--- src/rtl/edu_cosim_wrapper.sv ---
// edu_cosim_wrapper
//    Dual-rail (four-phase, return-to-zero) accumulator wrapper. Each complete
//    input token is added into a W-bit accumulator modulo 2^W, and the new sum
//    is returned as a dual-rail token on the output channel.
//
// Ports
//    CLK        sole clock, rising edge
//    RESET      asynchronous, active-high reset
//    datain_d   input rails, bit 2i = rail 0 / bit 2i+1 = rail 1 of digit i
//    datain_e   input enable: 1 = ready for a token, 0 = token accepted
//    dataout_d  output rails, same encoding, driven from flops
//    dataout_e  output enable from the consumer
//    err        sticky illegal-codeword flag
//
// Configuration
//    EDU_ERR_CHECK_EN  when defined, a synced digit with both rails high sets
//                      err (sticky until reset) and keeps the word incomplete.
//                      When undefined, err is tied low and such a digit
//                      decodes as value 1.
//
// state    | meaning
// ---------+-----------------------------------------------------------
// WAIT_IN  | ready for input, output neutral; capture on complete word
// IN_RTZ   | token accepted, waiting for input to return to neutral
// OUT_SEND | present sum once consumer enable is high, hold until it drops
// OUT_RTZ  | output neutral, waiting for consumer enable to rise again
module edu_cosim_wrapper #(
   parameter int W           = 11,
   parameter int SYNC_STAGES = 2
) (
   input  logic           CLK,
   input  logic           RESET,
   input  logic [2*W-1:0] datain_d,
   output logic           datain_e,
   output logic [2*W-1:0] dataout_d,
   input  logic           dataout_e,
   output logic           err
);

   typedef enum logic [1:0] {WAIT_IN, IN_RTZ, OUT_SEND, OUT_RTZ} state_t;

   state_t         state;
   logic [W-1:0]   acc;
   logic           sent;

   logic [2*W-1:0] din_sync [SYNC_STAGES];
   logic [SYNC_STAGES-1:0] de_sync;
   logic [2*W-1:0] din_s;
   logic           de_s;

   logic [W-1:0]   din_val;
   logic           complete;
   logic           neutral;
`ifdef EDU_ERR_CHECK_EN
   logic           illegal;
`endif

   always_ff @(posedge CLK or posedge RESET) begin
      if (RESET) begin
         for (int s = 0; s < SYNC_STAGES; s++) din_sync[s] <= '0;
         de_sync <= '0;
      end else begin
         din_sync[0] <= datain_d;
         de_sync[0]  <= dataout_e;
         for (int s = 1; s < SYNC_STAGES; s++) begin
            din_sync[s] <= din_sync[s-1];
            de_sync[s]  <= de_sync[s-1];
         end
      end
   end

   assign din_s = din_sync[SYNC_STAGES-1];
   assign de_s  = de_sync[SYNC_STAGES-1];

   // Rail 1 carries the bit value; a partial word never reports complete.
   always_comb begin
      din_val  = '0;
      complete = 1'b1;
`ifdef EDU_ERR_CHECK_EN
      illegal  = 1'b0;
`endif
      for (int i = 0; i < W; i++) begin
         din_val[i] = din_s[2*i+1];
`ifdef EDU_ERR_CHECK_EN
         if (!(din_s[2*i] ^ din_s[2*i+1])) complete = 1'b0;
         if (din_s[2*i] & din_s[2*i+1])    illegal  = 1'b1;
`else
         if (!(din_s[2*i] | din_s[2*i+1])) complete = 1'b0;
`endif
      end
   end

   assign neutral = ~|din_s;

   function automatic logic [2*W-1:0] dr_encode(input logic [W-1:0] v);
      logic [2*W-1:0] r;
      for (int i = 0; i < W; i++) begin
         r[2*i]   = ~v[i];
         r[2*i+1] = v[i];
      end
      return r;
   endfunction

   // Output rails only ever load all-zero or a full codeword, and a codeword
   // is only loaded from OUT_SEND after OUT_RTZ/WAIT_IN forced neutral.
   always_ff @(posedge CLK or posedge RESET) begin
      if (RESET) begin
         state     <= WAIT_IN;
         acc       <= '0;
         sent      <= 1'b0;
         datain_e  <= 1'b0;
         dataout_d <= '0;
      end else begin
         case (state)
            WAIT_IN: begin
               dataout_d <= '0;
               sent      <= 1'b0;
               if (complete) begin
                  acc      <= acc + din_val;
                  datain_e <= 1'b0;
                  state    <= IN_RTZ;
               end else begin
                  datain_e <= 1'b1;
               end
            end
            IN_RTZ: begin
               datain_e <= 1'b0;
               if (neutral) state <= OUT_SEND;
            end
            OUT_SEND: begin
               if (!sent) begin
                  if (de_s) begin
                     dataout_d <= dr_encode(acc);
                     sent      <= 1'b1;
                  end
               end else if (!de_s) begin
                  dataout_d <= '0;
                  sent      <= 1'b0;
                  state     <= OUT_RTZ;
               end
            end
            OUT_RTZ: begin
               dataout_d <= '0;
               if (de_s) begin
                  datain_e <= 1'b1;
                  state    <= WAIT_IN;
               end
            end
            default: state <= WAIT_IN;
         endcase
      end
   end

`ifdef EDU_ERR_CHECK_EN
   always_ff @(posedge CLK or posedge RESET) begin
      if (RESET)        err <= 1'b0;
      else if (illegal) err <= 1'b1;
   end
`else
   assign err = 1'b0;
`endif

endmodule

--- config.mk ---
export PLATFORM = sky130hd
export DESIGN_NAME = edu_cosim_wrapper
export DESIGN_NICKNAME = d
export VERILOG_FILES = /design/src/rtl/edu_cosim_wrapper.sv
export SDC_FILE = /design/constraint.sdc
export NUM_CORES = 1
export LEC_CHECK = 0
export BUFFER_PORTS_ARGS = -buffer_cell sky130_fd_sc_hd__buf_2
export CORE_MARGIN = 10
export CORE_UTILIZATION = 55
export DETAILED_ROUTE_END_ITERATION = 10
export GPL_ROUTABILITY_DRIVEN = 0
export PLACE_DENSITY = 0.76
export SLEW_MARGIN = 30
export SYNTH_ARGS = -nofsm -noshare
export SYNTH_HDL_FRONTEND = slang
export SYNTH_SLANG_ARGS = --single-unit
--- constraint.sdc ---
create_clock -name CLK -period 4.6 [get_ports CLK]
set_input_delay 0 -clock CLK [delete_from_list [all_inputs] [get_ports CLK]]
set_output_delay 0 -clock CLK [all_outputs]
set_load 0.005 [all_outputs]
==> results of run 1 <==
==> per-layer routing <==
| metal | track usage | vias to the layer above |
|---|---|---|
| met3 | 0.0471 | 12 |
| met4 | 0.0860 | 0 |
| met2 | 0.212 | 52 |
| met5 | 0 | - |
| met1 | 0.173 | 938 |
| li1 | - | 1001 |
==> area by class of cell <==
| type | instances | area [sq um] |
|---|---|---|
| timing repair buffer | 72 | 487 |
| clock buffer | 9 | 124 |
| inverter | 8 | 31.3 |
| multi-input combinational | 142 | 1010 |
| fill | 397 | 1600 |
| sequential | 83 | 2080 |
| tap | 72 | 90.1 |
| clock inverter | 7 | 124 |
==> cell families (layout without fill, tap and decap cells) <==
logic type,Yosys count,after routing,synth area share
compound gates,58,58,0.134
xor+xnor,9,9,0.0250
fa+ha+maj,15,15,0.0620
buf+inv,16,96,0.0211
flops,83,83,0.660
mux,4,4,0.0135
other cells,1,1,0.00119
simple gates,55,55,0.0835
==> flip-flops by register name (all words and copies together) (netlist names) <==
register   cells
dataout_d     22
din_s         22
din_sync      22
acc           11
de_sync        2
state          2
datain_e       1
sent           1
==> worst min-delay path by stage <==
| stage | from | slack (ps) | depth (start not counted) | to |
|---|---|---|---|---|
| after floorplan | dataout_e | 30 | 0 | de_sync[0] |
| after global placement | datain_d[15] | 110 | 1 | din_sync[37] |
| after detailed placement | datain_d[10] | 110 | 1 | din_sync[32] |
| after CTS | datain_d[17] | 260 | 2 | din_sync[39] |
| after global routing | datain_d[0] | 270 | 2 | din_sync[22] |
| final | datain_d[12] | 280 | 2 | din_sync[34] |
==> worst max-delay path: cells and delay by family, from the launching register on <==
| family | cells | cell delay, ps |
|---|---|---|
| muxes | 1 | 110 |
| AOI/OAI and AO/OA | 1 | 90 |
| xor gates and xnor gates | 1 | 130 |
| DFF | 1 | 380 |
| and+or+nand+nor | 3 | 1320 |
==> metrics by stage <==
stage               setup slack, ps  hold WS [ps]
floorplan                      2460          31.4
global placement               2410           107
detailed placement             2260           109
CTS                            2220           260
global route                   2230           273
finish                         2460           283
==> repair_timing <==
action | in CTS | in global routing
endpoints found under the hold margin | 106 | 0
hold buffers | 24 | 0
resized for setup | 0 | 0
==> power groups by stage <==
stage / Sequential [W] / Clock (W) / Combinational [W]
CTS: 0.000996 / 0.000634 / 0.000745
floorplan: 0.000990 / 0 / 0.000542
detailed placement: 0.00101 / 0 / 0.000725
global route: 0.00102 / 0.000665 / 0.000855
global placement: 0.00100 / 0 / 0.000701
finish: 0.000995 / 0.000619 / 0.000744
==> Yosys cell counts, drive strengths merged, types with 6 or more instances <==
| library cell | instances | share of area |
|---|---|---|
| ha | 14 | 0.056 |
| a21oi | 7 | 0.011 |
| a22o | 12 | 0.033 |
| inv | 8 | 0.0095 |
| dfrtp | 83 | 0.66 |
| nor2 | 8 | 0.0095 |
| nand2 | 26 | 0.031 |
| o31ai | 11 | 0.026 |
| o21ai | 15 | 0.024 |
| nor4 | 6 | 0.012 |
| o22ai | 6 | 0.012 |
==> impl_metrics.csv, run 1 <==
group,metric,value,unit
floorplan,start_util,0.568,
critical_path,critical_path.slowest_cell,"sky130_fd_sc_hd__nand3_1",
clock_network,postCtsSetupRepairBufs,0,
floorplan,design.die.area,9150,sq um
timing,period_minus_slack,2140,ps
cells_and_area,area.growth.synth_to_final,25.2,%
synth,synthesis.instances,241,
floorplan,placementRows,27,
pwr,internal_portion_of_total_power,0.00158,W
pwr,design_power_total,0.00236,W
placed_design,postPlaceCellArea,3440,sq um
synth,synth_edf_count,0,
cells_and_area,antenna_cells_inserted,0,
critical_path,cp.required,4840,ps
synth,synth.yosys.warnings,0,
critical_path,crit_chain,"o22ai_1 > nor4_1 > nand3_1 > nor2_1 > mux2i_1 > xnor2_1",
pwr,p_switching,0.000775,W
placed_design,numPlacedInstances,353,
critical_path,crit_path_start,"din_s[19]",
critical_path,critPathMaxStageDelay,600,ps
clock_network,cts-htree-levels,3,
run_status,status,"finished, final reports clean",
critical_path,logic_depth_of_the_worst_register_to_register_path,6,
timing,tightest_slew,693,ps
timing,rsz_0062_raised_after_global_routing,"no",
clock_network,tritoncts,"yes",
placed_design,numPortBuffers,47,
detailed_routing,drcViolationCount,0,
critical_path,critical_path_destination,"acc[10]",
synth,synthArstFlopShare,1.00,
cells_and_area,stdcell_area,3940,sq um
synth,yosysSeqAreaShare,0.660,
detailed_routing,top_layer_used,"met4",
detailed_routing,num_vias,2003,
grt,grt.overflow.total,0,
detailed_routing,met3_wirelength,444,um
cells_and_area,most_frequent_cells_in_the_layout,"sky130_fd_sc_hd__dfrtp_1 (83), sky130_fd_sc_hd__buf_2 (47), sky130_fd_sc_hd__nand2_1 (26), sky130_fd_sc_hd__dlygate4sd3_1 (24), sky130_fd_sc_hd__o21ai_0 (15)",
detailed_routing,route.detailed.vias_per_inst,5.10,
floorplan,width_of_the_die,95.6,um
timing,slew_violations,0,
grt,first_global_vias,2072,
cells_and_area,final_common_cell,"sky130_fd_sc_hd__dfrtp_1",
pwr,comb_power_share,0.316,
grt,globalRouteTotalUtil,0.141,
floorplan,core_region_area,5540,sq um
timing,setup-violations-final,0,
cells_and_area,nets,356,
cells_and_area,finalCoreUtilization,0.711,
pwr,seq_power_share,0.422,
timing,timing.max_slew.rel_slack,0.538,
detailed_routing,drt.antenna.violating_nets,0,
pwr,clkPwrFrac,0.262,
pwr,sw_frac_of_total,0.329,
grt,antenna_found_initial,0,
synth,post_syn_area,3150,sq um
clock_network,ctsLongestPathBuffers,2,
critical_path,critical_path.reg2reg.startpoint,"din_s[19]",
synth,syn_avg_cell_area,13.1,sq um
min_path,min-delay-path-class,"primary input to flip-flop",
clock_network,total_cts_buffers,9,
job,max_cap_viol_count,0,
cells_and_area,drive_above_1_share,0.227,
clock_network,clkLatencyLatePin,350,ps
pwr,power_per_cell_area,598,nW/um^2
detailed_routing,routed_wl,5670,um
critical_path,critPathMaxFanout,21,
detailed_routing,wl_met1,2480,um
timing,fin_worst_skew,10.2,ps
timing,fin_crit_sh,0.466,
synth,ys.flop_type,"sky130_fd_sc_hd__dfrtp_1",
cells_and_area,final_cells,393,
detailed_routing,met2WireLength,2600,um
grt,grt_first_pass_wirelength,9990,um
critical_path,critPathCaptureType,"flip-flop",
timing,final_setup_tns,0,ps
pwr,vdd_drop_max,411,uV
clock_network,cts_root_buffer,"sky130_fd_sc_hd__clkbuf_8",
pwr,static_leakage_power,1.87,nW
synth,synthesis.nets,281,
detailed_routing,drt_pass1_iterations,4,
critical_path,critical_path_arrival,2380,ps
clock_network,number_of_clock_sinks,83,
critical_path,crit_path_class,"flip-flop to flip-flop",
synth,yosysUniqueCellTypes,34,
synth,synth.ff_latch_count,83,
critical_path,crit_path_start_kind,"flip-flop",
clock_network,clk_pin_slew_worst_paths,80,ps
timing,max_freq,0.467,GHz
placed_design,detailed_placement_hpwl,3840,um
grt,pin_count_of_the_biggest_net_entering_global_routing,84,
critical_path,r2r_end,"acc[10]",
detailed_routing,detailedRoute.firstIterationViolations,83,
timing,final-hold-violation-count,0,
critical_path,regToRegSetupSlack,2460,ps
detailed_routing,post_dr_wirelength_cell,14.4,um
floorplan,top_level_ports,49,
floorplan,die-height,95.6,um
No activity file was read; power rests on OpenSTA's default activity.
==> run 2, diff against run 1 <==
==> constraint.sdc (replaced) <==
create_clock -name CLK -period 2 [get_ports CLK]
set_input_delay 0 -clock CLK [delete_from_list [all_inputs] [get_ports CLK]]
set_output_delay 0 -clock CLK [all_outputs]
set_load 0.005 [all_outputs]
==> impl_metrics.csv, run 2 (same netlist as run 1, synthesis figures left out) <==
group,metric,value,unit
pwr,seq_power_share,0.424,
clock_network,number_of_clock_sinks,83,
timing,period_minus_slack,2020,ps
detailed_routing,top_layer_used,"met4",
grt,globalRouteTotalUtil,0.144,
floorplan,start_util,0.568,
job,max_cap_viol_count,0,
grt,first_global_vias,2191,
timing,slew_violations,0,
clock_network,clkLatencyLatePin,350,ps
placed_design,detailed_placement_hpwl,4120,um
timing,crit_path_setup_slack_layout,-21.6,ps
clock_network,ctsLongestPathBuffers,2,
detailed_routing,routed_wl,5940,um
cells_and_area,nets,368,
timing,timing.hold.ws,279,ps
cells_and_area,finalCoreUtilization,0.722,
clock_network,tritoncts,"yes",
cells_and_area,area.growth.synth_to_final,27.1,%
cells_and_area,most_frequent_cells_in_the_layout,"sky130_fd_sc_hd__dfrtp_1 (83), sky130_fd_sc_hd__buf_2 (47), sky130_fd_sc_hd__nand2_1 (26), sky130_fd_sc_hd__dlygate4sd3_1 (24)",
grt,grt_first_pass_wirelength,10100,um
detailed_routing,post_dr_wirelength_cell,14.7,um
grt,grt.overflow.total,0,
detailed_routing,detailedRoute.firstIterationViolations,114,
clock_network,cts-htree-levels,3,
grt,antenna_found_initial,0,
floorplan,width_of_the_die,95.6,um
timing,fin_worst_skew,11.3,ps
pwr,comb_power_share,0.357,
clock_network,total_cts_buffers,9,
detailed_routing,met3_wirelength,481,um
critical_path,critPathCaptureType,"flip-flop",
cells_and_area,fillers,390,
detailed_routing,drt.antenna.violating_nets,0,
critical_path,critical_path.reg2reg.startpoint,"din_s[1]",
critical_path,logic_depth_of_the_worst_register_to_register_path,9,
floorplan,die-height,95.6,um
floorplan,top_level_ports,49,
pwr,internal_portion_of_total_power,0.00352,W
timing,timing.max_slew.rel_slack,0.576,
critical_path,critPathMaxFanout,3,
timing,final-hold-violation-count,0,
placed_design,numPortBuffers,47,
critical_path,crit_path_start_kind,"flip-flop",
detailed_routing,drcViolationCount,0,
clock_network,cts_root_buffer,"sky130_fd_sc_hd__clkbuf_8",
detailed_routing,met2WireLength,2850,um
detailed_routing,num_vias,2077,
timing,tightest_slew,633,ps
critical_path,regToRegSetupSlack,-20,ps
timing,rsz_0062_raised_after_global_routing,"yes",
critical_path,critical_path_arrival,2300,ps
critical_path,cp.required,2280,ps
cells_and_area,multi_input_comb_area,1020,sq um
pwr,clkPwrFrac,0.220,
clock_network,postCtsSetupRepairBufs,0,
cells_and_area,drive_above_1_share,0.270,
run_status,failed_checks,"negative setup slack",
cells_and_area,final_common_cell,"sky130_fd_sc_hd__dfrtp_1",
critical_path,r2r_end,"acc[10]",
critical_path,crit_path_start,"din_s[1]",
clock_network,clk_pin_slew_worst_paths,90,ps
min_path,hold_path_end,"din_sync[38]",
detailed_routing,drt_pass1_iterations,4,
min_path,hold_depth,2,
timing,setup-violations-final,1,
grt,pin_count_of_the_biggest_net_entering_global_routing,48,
pwr,p_switching,0.00184,W
pwr,static_leakage_power,1.90,nW
pwr,power_per_cell_area,1340,nW/um^2
floorplan,design.die.area,9150,sq um
cells_and_area,final-seq-area,2080,sq um
floorplan,placementRows,27,
floorplan,core_region_area,5540,sq um
pwr,sw_frac_of_total,0.343,
timing,max_freq,0.495,GHz
detailed_routing,wl_met1,2420,um
pwr,vdd_drop_max,707,uV
cells_and_area,antenna_cells_inserted,0,
run_status,status,"finished with violations",
min_path,min-delay-path-class,"primary input to flip-flop",
detailed_routing,route.detailed.vias_per_inst,5.13,
timing,fin_crit_sh,1.01,
critical_path,crit_path_class,"flip-flop to flip-flop",
min_path,startpoint_of_the_tightest_hold_check_path,"datain_d[16]",
-- run 2: cell types whose count changed in the layout (fill, tap and decap cells not counted), moves of 2 or more --
cell and delta:
sky130_fd_sc_hd__buf_4 +13, sky130_fd_sc_hd__bufinv_16 -2, sky130_fd_sc_hd__clkinv_4 +2, sky130_fd_sc_hd__o21ai_0 -2, sky130_fd_sc_hd__o21ai_1 +2
-- run 2: routing by layer --
layer / GRT usage / vias to the layer above
met5: 0 / -
met2: 0.227 / 60
met3: 0.0566 / 18
li1: - / 1030
met1: 0.162 / 969
met4: 0.0848 / 0
-- run 2: timing repair --
item | 4_1_cts | 5_1_grt
hold buffers | 24 | 0
setup endpoints to repair | 3 | 5
resized for setup | 3 | 4
gates cloned | 0 | 0
endpoints found under the hold margin | 106 | 0
pin swaps | 3 | 4
-- run 2: power groups by stage --
| stage | logic (W) | clock network, W | registers [W] |
|---|---|---|---|
| after global placement | 0.00178 | 0 | 0.00229 |
| final | 0.00191 | 0.00118 | 0.00227 |
| after detailed placement | 0.00187 | 0 | 0.00230 |
| after CTS | 0.00191 | 0.00119 | 0.00227 |
| after floorplan | 0.00125 | 0 | 0.00228 |
| after global routing | 0.00216 | 0.00129 | 0.00232 |
-- run 2: through the flow --
stage | area (sq um) | power (W) | setup WS, ps | TNS (ps) | std cells
after floorplan | 3150 | 0.00352 | 37.9 | 0 | 241
after global placement | 3540 | 0.00407 | -11.4 | -27.2 | 365
after detailed placement | 3540 | 0.00417 | -46.7 | -91.7 | 365
after CTS | 3990 | 0.00538 | 17.8 | 0 | 405
after global routing | 4000 | 0.00577 | -74.2 | -208 | 405
final | 4000 | 0.00536 | -21.6 | -21.6 | 405
-- run 2: worst max path at each step --
stage	to	slack (ps)	cells after the start
CTS	acc[10]	20	9
floorplan	acc[8]	40	9
detailed placement	acc[8]	-50	9
finish	acc[10]	-20	9
global route	acc[10]	-70	9
global placement	acc[10]	-10	9
-- run 2: area by class of cell --
| cell class | instances | area share |
|---|---|---|
| Multi-Input combinational cell | 142 | 0.256 |
| Clock inverter | 7 | 0.0194 |
| Inverter | 8 | 0.00845 |
| Timing Repair Buffer | 84 | 0.143 |
| Tap cell | 72 | 0.0225 |
| Clock buffer | 9 | 0.0310 |
| Sequential cell | 83 | 0.519 |
-- run 2: critical path: stages, from the launching register on --
cell and delay, ps:
sky130_fd_sc_hd__dfrtp_1 420, sky130_fd_sc_hd__ha_2 190, sky130_fd_sc_hd__inv_2 50, sky130_fd_sc_hd__fa_2 220
sky130_fd_sc_hd__nor2b_4 50, sky130_fd_sc_hd__o311a_4 310, sky130_fd_sc_hd__a211oi_4 270, sky130_fd_sc_hd__o21bai_2 120
sky130_fd_sc_hd__mux2i_1 190, sky130_fd_sc_hd__xnor2_1 130
